### src/rtl/spi_arb_pkg.sv
// Shared constants for the SPI transaction arbiter: FSM encodings, controller
// mode values and default sizing.
package spi_arb_pkg;

  localparam logic [2:0] StIdle  = 3'd0;
  localparam logic [2:0] StStart = 3'd1;
  localparam logic [2:0] StRun   = 3'd2;
  localparam logic [2:0] StDrain = 3'd3;
  localparam logic [2:0] StGap   = 3'd4;

  localparam logic ModeSlave  = 1'b0;
  localparam logic ModeMaster = 1'b1;

  localparam int unsigned DefGapCycles = 4;
  localparam int unsigned DefTimeout   = 1024;

endpackage

### src/rtl/rr_arbiter.sv
// Combinational round-robin picker: first requester at or after ptr, wrapping.
// Returns a one-hot pick (all zero when nothing requests) and its index.
module rr_arbiter #(
  parameter int unsigned N  = 2,
  parameter int unsigned IW = (N > 1) ? $clog2(N) : 1
) (
  input  logic [N-1:0]  req,
  input  logic [IW-1:0] ptr,
  output logic [N-1:0]  pick,
  output logic [IW-1:0] idx
);

  logic [IW:0] cand;
  logic        found;

  // Scan from the farthest candidate back to ptr so the nearest hit wins.
  always_comb begin
    pick  = '0;
    idx   = '0;
    found = 1'b0;
    cand  = '0;
    for (int k = N - 1; k >= 0; k--) begin
      cand = {1'b0, ptr} + (IW + 1)'(k);
      if (cand >= (IW + 1)'(N)) cand = cand - (IW + 1)'(N);
      if (req[cand[IW-1:0]]) begin
        found = 1'b1;
        idx   = cand[IW-1:0];
      end
    end
    if (found) pick[idx] = 1'b1;
  end

endmodule

### src/rtl/spi_txn_arbiter.sv
// Round-robin arbiter sharing one SPI master datapath among NREQ requesters.
// Optional watchdog abort in RUN is enabled by defining SPI_ARB_TIMEOUT_EN.
module spi_txn_arbiter
  import spi_arb_pkg::*;
#(
  parameter int unsigned NREQ       = 2,
  parameter int unsigned CNT_W      = 8,
  parameter int unsigned GAP_CYCLES = DefGapCycles,
  parameter int unsigned TIMEOUT    = DefTimeout
) (
  input  logic                  CLK,
  input  logic                  nRST,
  input  logic [NREQ-1:0]       req,
  input  logic [NREQ*CNT_W-1:0] req_len,
  output logic [NREQ-1:0]       gnt,
  output logic [NREQ-1:0]       done,
  output logic                  timeout_err,
  output logic [NREQ-1:0]       cs_n,
  output logic                  spi_en,
  output logic                  spi_mode,
  output logic                  spi_op_complete,
  input  logic                  spi_w_done,
  input  logic                  spi_ss_out
);

  localparam int unsigned IW = (NREQ > 1) ? $clog2(NREQ) : 1;
  localparam int unsigned GW = (GAP_CYCLES > 1) ? $clog2(GAP_CYCLES) : 1;

  logic [2:0]       state_q, state_d;
  logic [IW-1:0]    idx_q, idx_d;
  logic [IW-1:0]    ptr_q, ptr_d;
  logic [CNT_W-1:0] rem_q, rem_d;
  logic [GW-1:0]    gap_q, gap_d;

  logic [NREQ-1:0]  arb_pick;
  logic [IW-1:0]    arb_idx;
  logic [CNT_W-1:0] sel_len;
  logic             active;
  logic             done_pulse;
  logic             timed_out;

  rr_arbiter #(
    .N  (NREQ),
    .IW (IW)
  ) u_rr (
    .req  (req),
    .ptr  (ptr_q),
    .pick (arb_pick),
    .idx  (arb_idx)
  );

  assign sel_len = req_len[arb_idx*CNT_W +: CNT_W];

  always_comb begin
    state_d = state_q;
    idx_d   = idx_q;
    ptr_d   = ptr_q;
    rem_d   = rem_q;
    gap_d   = '0;
    unique case (state_q)
      StIdle: begin
        if (|arb_pick) begin
          idx_d   = arb_idx;
          rem_d   = sel_len;
          ptr_d   = (arb_idx == IW'(NREQ - 1)) ? '0 : arb_idx + 1'b1;
          // Zero-length requests skip the controller entirely.
          state_d = (sel_len == '0) ? StGap : StStart;
        end
      end
      StStart: state_d = StRun;
      StRun: begin
        if (spi_w_done) begin
          if (rem_q == CNT_W'(1)) state_d = StDrain;
          else                    rem_d   = rem_q - 1'b1;
        end else if (timed_out) begin
          state_d = StDrain;
        end
      end
      StDrain: if (spi_ss_out) state_d = StGap;
      StGap: begin
        gap_d = gap_q + 1'b1;
        if (gap_q == GW'(GAP_CYCLES - 1)) begin
          gap_d   = '0;
          state_d = StIdle;
        end
      end
      default: state_d = StIdle;
    endcase
  end

  always_ff @(posedge CLK or negedge nRST) begin
    if (!nRST) begin
      state_q <= StIdle;
      idx_q   <= '0;
      ptr_q   <= '0;
      rem_q   <= '0;
      gap_q   <= '0;
    end else begin
      state_q <= state_d;
      idx_q   <= idx_d;
      ptr_q   <= ptr_d;
      rem_q   <= rem_d;
      gap_q   <= gap_d;
    end
  end

  assign active     = state_q inside {StStart, StRun, StDrain};
  assign done_pulse = (state_q == StGap) && (gap_q == '0);

  always_comb begin
    gnt  = '0;
    done = '0;
    if (active)     gnt[idx_q]  = 1'b1;
    if (done_pulse) done[idx_q] = 1'b1;
  end

  assign cs_n            = ~gnt;
  assign spi_en          = (state_q == StStart);
  assign spi_op_complete = (state_q == StDrain);
  assign spi_mode        = ModeMaster;

`ifdef SPI_ARB_TIMEOUT_EN
  localparam int unsigned TW = (TIMEOUT > 1) ? $clog2(TIMEOUT) : 1;

  logic [TW-1:0] to_cnt_q;
  logic          aborted_q;

  assign timed_out = (state_q == StRun) && !spi_w_done && (to_cnt_q == TW'(TIMEOUT - 1));

  always_ff @(posedge CLK or negedge nRST) begin
    if (!nRST) begin
      to_cnt_q  <= '0;
      aborted_q <= 1'b0;
    end else begin
      if (state_q != StRun || spi_w_done) to_cnt_q <= '0;
      else                                to_cnt_q <= to_cnt_q + 1'b1;
      if (timed_out)              aborted_q <= 1'b1;
      else if (state_q == StIdle) aborted_q <= 1'b0;
    end
  end

  assign timeout_err = done_pulse & aborted_q;
`else
  logic [31:0] unused_timeout;

  assign unused_timeout = 32'(TIMEOUT);
  assign timed_out      = 1'b0;
  assign timeout_err    = 1'b0;
`endif

endmodule

### config.mk
export PLATFORM = sky130hd
export DESIGN_NAME = spi_txn_arbiter
export DESIGN_NICKNAME = d
export VERILOG_FILES = /design/src/rtl/spi_arb_pkg.sv /design/src/rtl/rr_arbiter.sv /design/src/rtl/spi_txn_arbiter.sv
export SDC_FILE = /design/constraint.sdc
export NUM_CORES = 1
export LEC_CHECK = 0
export ABC_AREA = 1
export ABC_CLOCK_PERIOD_IN_PS = 1700
export CAP_MARGIN = 20
export CORE_UTILIZATION = 51
export CTS_BUF_LIST = sky130_fd_sc_hd__clkbuf_4 sky130_fd_sc_hd__clkbuf_8
export DETAILED_ROUTE_END_ITERATION = 8
export PLACE_DENSITY = 0.84
export SYNTH_ARGS = -nofsm -noshare
export SYNTH_HDL_FRONTEND = slang
export SYNTH_SLANG_ARGS = --single-unit
### constraint.sdc
create_clock -name CLK -period 1.7 [get_ports CLK]
set_input_delay 0.34 -clock CLK [delete_from_list [all_inputs] [get_ports CLK]]
set_output_delay 0.34 -clock CLK [all_outputs]
set_load 0.03 [all_outputs]
==> reports/results.ini, run 1 <==
[timing]
slew_viol_final=0
hold_viol_final=0
skew_ns=0.00216
finalCritPeriodShare_pct=98.4
setup_violations=0
max_freq_mhz=598
final.min_clock_period_ns=1.67
rsz0062_at_grt=yes
tns_ns=0

[setup_path]
cp.required_ns=1.36
arrival_ns=1.33
end_kind=output port
worstSetupStartpointType=register
path_max_fanout=4
critical_path_class=register to output port

[cts]
cts.sinks=15
clockBufferDepth=2
htree_levels=1
clockRootBuffer=clkbuf_4
cts_tree=built
clk_pin_slew_ns=0.09
clock_latency_ns=0.29
hold_buffers=0
cts_made_buffers=3

[synthesis]
yosysSeqAreaShare_pct=29.4
syn_area_um2=1280
synth-xor-area-share_pct=1.37
syn-num-nets=210
muxShareOfSynthArea_pct=0
synth_cells=184
synth_fa_ha_area_share_pct=3.92
synth_compound_area_share_pct=13.8
syn_avg_cell_area_um2=6.94
synth_warnings=0
ys_types=30
synth_top_family_by_area=simple AND/OR/NAND/NOR gates
ys_ff_latch=15
synth_simple_gate_area_share_pct=35.9

[floorplanning]
fp.dieH_um=52.0
num_rows=17
core-area_um2=2280
dieArea_um2=2710
ios=32
fp.dieW_um=52.0
start_util_pct=56.1

[cells_and_area]
antennaDiodeCount=0
finalInstanceArea_um2=1740
num-nets-final=255
area_growth_pct=36.3
layout-drive-gt1-share_pct=28.5
fin_util_pct=76.4

[route]
vias=1245
drc_errors=0
ant_nets=0
drt_iter0_markers=27
via_per_inst=4.86
first_pass_iters=4
post_drt_wl_per_cell_um=10.7
drt_wl_total_um=2730

[place]
gp_congestion=0.832
hpwl_um=2150
io_buffers=29
place_area_um2=1650

[pwr]
power.density_nw_per_um2=1720
power_leakage_nw=0.897
ir_worst_vdd_v=0.00122

[global_routing]
grt_usage_pct=22.9
antenna_found_initial=0
grt_pass1_vias=1156
grt_overflow=0
grt_max_degree=17
grt_pass1_wl_um=4690

[run_status]
outcome=complete, no violations

[flow_run]
drv_cap=0

[min_path]
hp-class=input port to async pin

==> worst paths after layout <==
check                                start         endpoint  slack (ns)  cells past startpoint
worst max register to register  state_q[0]         rem_q[1]        0.17                      7
worst min-delay path                  nRST         rem_q[5]        0.35                      2
max in group asynchronous             nRST       state_q[2]        1.16                      2
min in group CLK                  gap_q[0]         gap_q[0]        0.47                      1
worst max-delay path            state_q[1]  spi_op_complete        0.03                      4
worst min register to register    gap_q[0]         gap_q[0]        0.47                      1
==> power breakdown <==
| part | switching (W) | internal [W] |
|---|---|---|
| sequential | 0.000116 | 0.000526 |
| clock | 0.000120 | 0.000107 |
| combinational | 0.00128 | 0.000850 |
==> worst max-delay path, stage by stage, from the launching register on <==
cell     delay [ns]
dfrtp_2        0.40
buf_4          0.14
inv_1          0.05
nor3_2         0.24
buf_4          0.21
==> placed cells by master (no fill, tap or decap) <==
cell	count
or2_1	1
dfrtp_2	2
nand4_1	3
clkinv_4	1
xor2_1	2
dfrtp_1	13
buf_4	22
buf_12	2
ha_1	4
nand3_2	1
o21a_1	1
nand2_4	1
a21oi_4	1
nand3b_1	7
o22ai_2	1
nor3_2	4
nand3_1	8
nand2_1	50
o211ai_1	1
nor2_4	3
inv_1	29
o21ai_1	6
conb_1	2
o21ai_2	10
inv_2	7
o21ai_0	3
nor3_1	2
clkbuf_4	4
nand2_2	6
nor2_1	10
clkdlybuf4s50_1	21
==> cells in the mapped netlist <==
library cell / number / share of area [%]
nand3_1: 8 / 3.1
nor2_1: 11 / 3.2
o21ai_1: 6 / 2.4
nor3_1: 5 / 2.0
nor2_2: 1 / 0.49
o21ai_2: 10 / 6.9
buf_2: 1 / 0.39
o21a_1: 1 / 0.59
clkinv_4: 1 / 0.69
nand3_2: 1 / 0.78
nand4_1: 3 / 1.5
inv_2: 5 / 1.5
dfrtp_1: 15 / 29
nand3b_1: 7 / 4.1
buf_4: 3 / 1.8
ha_1: 4 / 3.9
o21ai_0: 3 / 1.2
o211ai_1: 1 / 0.59
inv_1: 31 / 9.1
o22ai_2: 1 / 0.98
nor2_4: 1 / 0.88
nor3_2: 1 / 0.78
a21oi_4: 1 / 1.3
nand2_4: 1 / 0.88
conb_1: 2 / 0.59
nand2_2: 6 / 2.9
nand2_1: 50 / 15
buf_12: 1 / 1.6
xor2_1: 2 / 1.4
or2_1: 1 / 0.49
==> kinds of logic (layout without fill, tap and decap cells) <==
logic type	count (synthesis)	count (layout)
and+or+nand+nor	96	96
buffers and inverters	42	86
AOI/OAI and AO/OA	23	23
DFF	15	15
adders and majority gates	4	4
other	2	2
xor gates and xnor gates	2	2
==> layer usage <==
layer / track usage [%] / up-vias / part of all wire (%)
met5: 0 / - / 0
met4: 8.11 / 0 / 3.1
met3: 2.63 / 10 / 3.8
met2: 39.5 / 37 / 50
met1: 28.9 / 545 / 43
li1: - / 653 / -
==> sequential cells by signal, summed over array words and instances (netlist names) <==
| name | cells |
|---|---|
| ptr_q | 1 |
| rem_q | 8 |
| state_q | 3 |
| idx_q | 1 |
| gap_q | 2 |
==> final cells by class <==
type | instances | area, um^2
multi-input cells | 127 | 737
well taps | 28 | 35.0
flip-flops and latches | 15 | 378
repair buffers | 45 | 415
inverters | 37 | 144
clock buffers | 4 | 30.0
fillers | 150 | 537
==> per-stage QoR <==
| stage | hold slack [ns] | cells | power, W | worst slack, ns |
|---|---|---|---|---|
| 2_1_floorplan | 0.0444 | 184 | 0.00216 | -0.187 |
| 3_3_place_gp | 0.452 | 249 | 0.00250 | -0.0915 |
| 3_5_place_dp | 0.468 | 249 | 0.00258 | -0.140 |
| 4_1_cts | 0.362 | 255 | 0.00286 | 0.00450 |
| 5_1_grt | 0.394 | 256 | 0.00329 | -0.0359 |
| 6_report | 0.352 | 256 | 0.00300 | 0.0273 |
==> timing repair <==
| action | CTS | global route |
|---|---|---|
| resized for setup | 3 | 5 |
| setup buffers | 2 | 1 |
| pin swaps | 1 | 3 |
| setup endpoints to repair | 2 | 12 |
(Power assumes the default switching activity.)
==> run 2, diff against run 1 <==
PLACE_DENSITY = default   (was 0.84)
PLACE_DENSITY_LB_ADDON = 0.05   (was default)
==> run 2 against run 1 <==
Compared with the run above:
- the run now ends with negative setup slack left
- highest routed layer unchanged
- die area unchanged
- combinational power increased by 4%
- flip-flop and latch count stayed put
- global-route usage is 1.4 points higher
- maximum frequency is 4.5% lower
- first-iteration DRC count shrank 22%
- sequential share of layout area fell by 0.093 points
- clock-buffer cell count stayed put
- wire length up 14%
==> reports/results.ini, run 2 (synthesized netlist as in run 1, its figures left out) <==
[cts]
hold_buffers=0
cts_tree=built
clk_pin_slew_ns=0.10
cts.sinks=15
htree_levels=1
cts_made_buffers=3
clockRootBuffer=clkbuf_4
clock_latency_ns=0.29
clockBufferDepth=2

[global_routing]
grt_overflow=0
antenna_found_initial=0
grt_pass1_vias=1223
grt_pass1_wl_um=4890
grt_usage_pct=24.3
grt_max_degree=17

[place]
io_buffers=29
post-place-cells=249
hpwl_um=2310
gp_congestion=0.812
place_ws_ns=-0.183
place_area_um2=1640

[floorplanning]
start_util_pct=56.1
fp.dieH_um=52.0
fp.dieW_um=52.0
core-area_um2=2280
num_rows=17
dieArea_um2=2710
ios=32

[cells_and_area]
largest_registers=rem_q: 8 flops, state_q: 3 flops, gap_q: 2 flops
largest_register_ffs=8
antennaDiodeCount=0
layout-drive-gt1-share_pct=29.6
fin_util_pct=76.7
stdcell_count=258
layout_common_cells=nand2_1, inv_1, buf_4
area_growth_pct=36.9
final_common_cell=nand2_1
top_register=rem_q
finalInstanceArea_um2=1750
num-nets-final=257

[timing]
tns_ns=-0.0586
setup_violations=2
timing.final.ws_setup_ns=-0.0507
hold_viol_final=0
rsz0062_at_grt=yes
final.min_clock_period_ns=1.75
skew_ns=0.0114
slew_viol_final=0
finalCritPeriodShare_pct=103
max_freq_mhz=571

[setup_path]
path_delay_family=buffers and inverters
arrival_ns=1.41
max_stage_delay_ns=0.41
cp.required_ns=1.36
crit_buf_inv=3
critical_path_class=register to output port
cp_slowest_cell=dfrtp_1
end_kind=output port
path_max_fanout=3
cp_common_cell=buf_4
worstSetupStartpointType=register
crit_chain=nor2_4 > buf_4 > nor3_1 > inv_1 > buf_4

[pwr]
combPwrFrac_pct=71.5
p_clk_share_pct=7.4
seqPwrFrac_pct=21.1
p_sw_share_pct=50.8
ir_worst_vdd_v=0.00161
switching_power_w=0.00157
power.density_nw_per_um2=1770
power_leakage_nw=0.902
intPower_w=0.00152

[run_status]
outcome=finished, violations left
violations=negative setup slack

[route]
drc_errors=0
drt_iter0_markers=21
via_per_inst=5.02
drt_wl_total_um=3100
first_pass_iters=4
post_drt_wl_per_cell_um=12.0
vias=1294
ant_nets=0

[min_path]
hp-class=input port to async pin

[flow_run]
drv_cap=0

-- run 2: final cells by class --
class	instances	area, um^2
clock buffers	4	30.0
fillers	159	529
inverters	37	144
multi-input cells	127	742
flip-flops and latches	15	378
well taps	28	35.0
repair buffers	47	418
-- run 2: power groups by stage --
stage / combinational (W) / clock (W) / sequential, W
after CTS: 0.00198 / 0.000230 / 0.000640
after global placement: 0.00186 / 0 / 0.000639
after floorplan: 0.00154 / 0 / 0.000619
after detailed placement: 0.00192 / 0 / 0.000648
after global routing: 0.00241 / 0.000240 / 0.000664
final: 0.00221 / 0.000228 / 0.000653
-- run 2: per-stage QoR --
step | total power [W] | hold slack, ns
after floorplan | 0.00216 | 0.0444
after global placement | 0.00250 | 0.453
after detailed placement | 0.00257 | 0.459
after CTS | 0.00285 | 0.369
after global routing | 0.00332 | 0.383
final | 0.00309 | 0.359
-- run 2: final timing paths --
| kind | from | to | cells after the start | slack, ns |
|---|---|---|---|---|
| max in group asynchronous | nRST | state_q[2] | 2 | 1.13 |
| setup / recovery | state_q[0] | cs_n[1] | 5 | -0.05 |
| hold / removal | nRST | rem_q[4] | 2 | 0.36 |
| hold reg to reg | gap_q[0] | gap_q[0] | 1 | 0.48 |
| setup reg to reg | rem_q[3] | rem_q[4] | 9 | 0.17 |
| min in group CLK | gap_q[0] | gap_q[0] | 1 | 0.48 |
-- run 2: metal layers --
| metal | share of wire (%) | global-route usage (%) | vias up |
|---|---|---|---|
| li1 | - | - | 656 |
| met1 | 44 | 29.2 | 600 |
| met2 | 52 | 43.8 | 36 |
| met3 | 3.5 | 4.97 | 2 |
| met4 | 0.39 | 5.41 | 0 |
| met5 | 0 | 0 | - |
-- run 2: what timing repair did --
action | CTS | global route
gates cloned | 0 | 0
setup buffers | 2 | 3
resized for setup | 2 | 7
pin swaps | 1 | 3
endpoints found under the setup margin | 2 | 12
endpoints found under the hold margin | 0 | 0
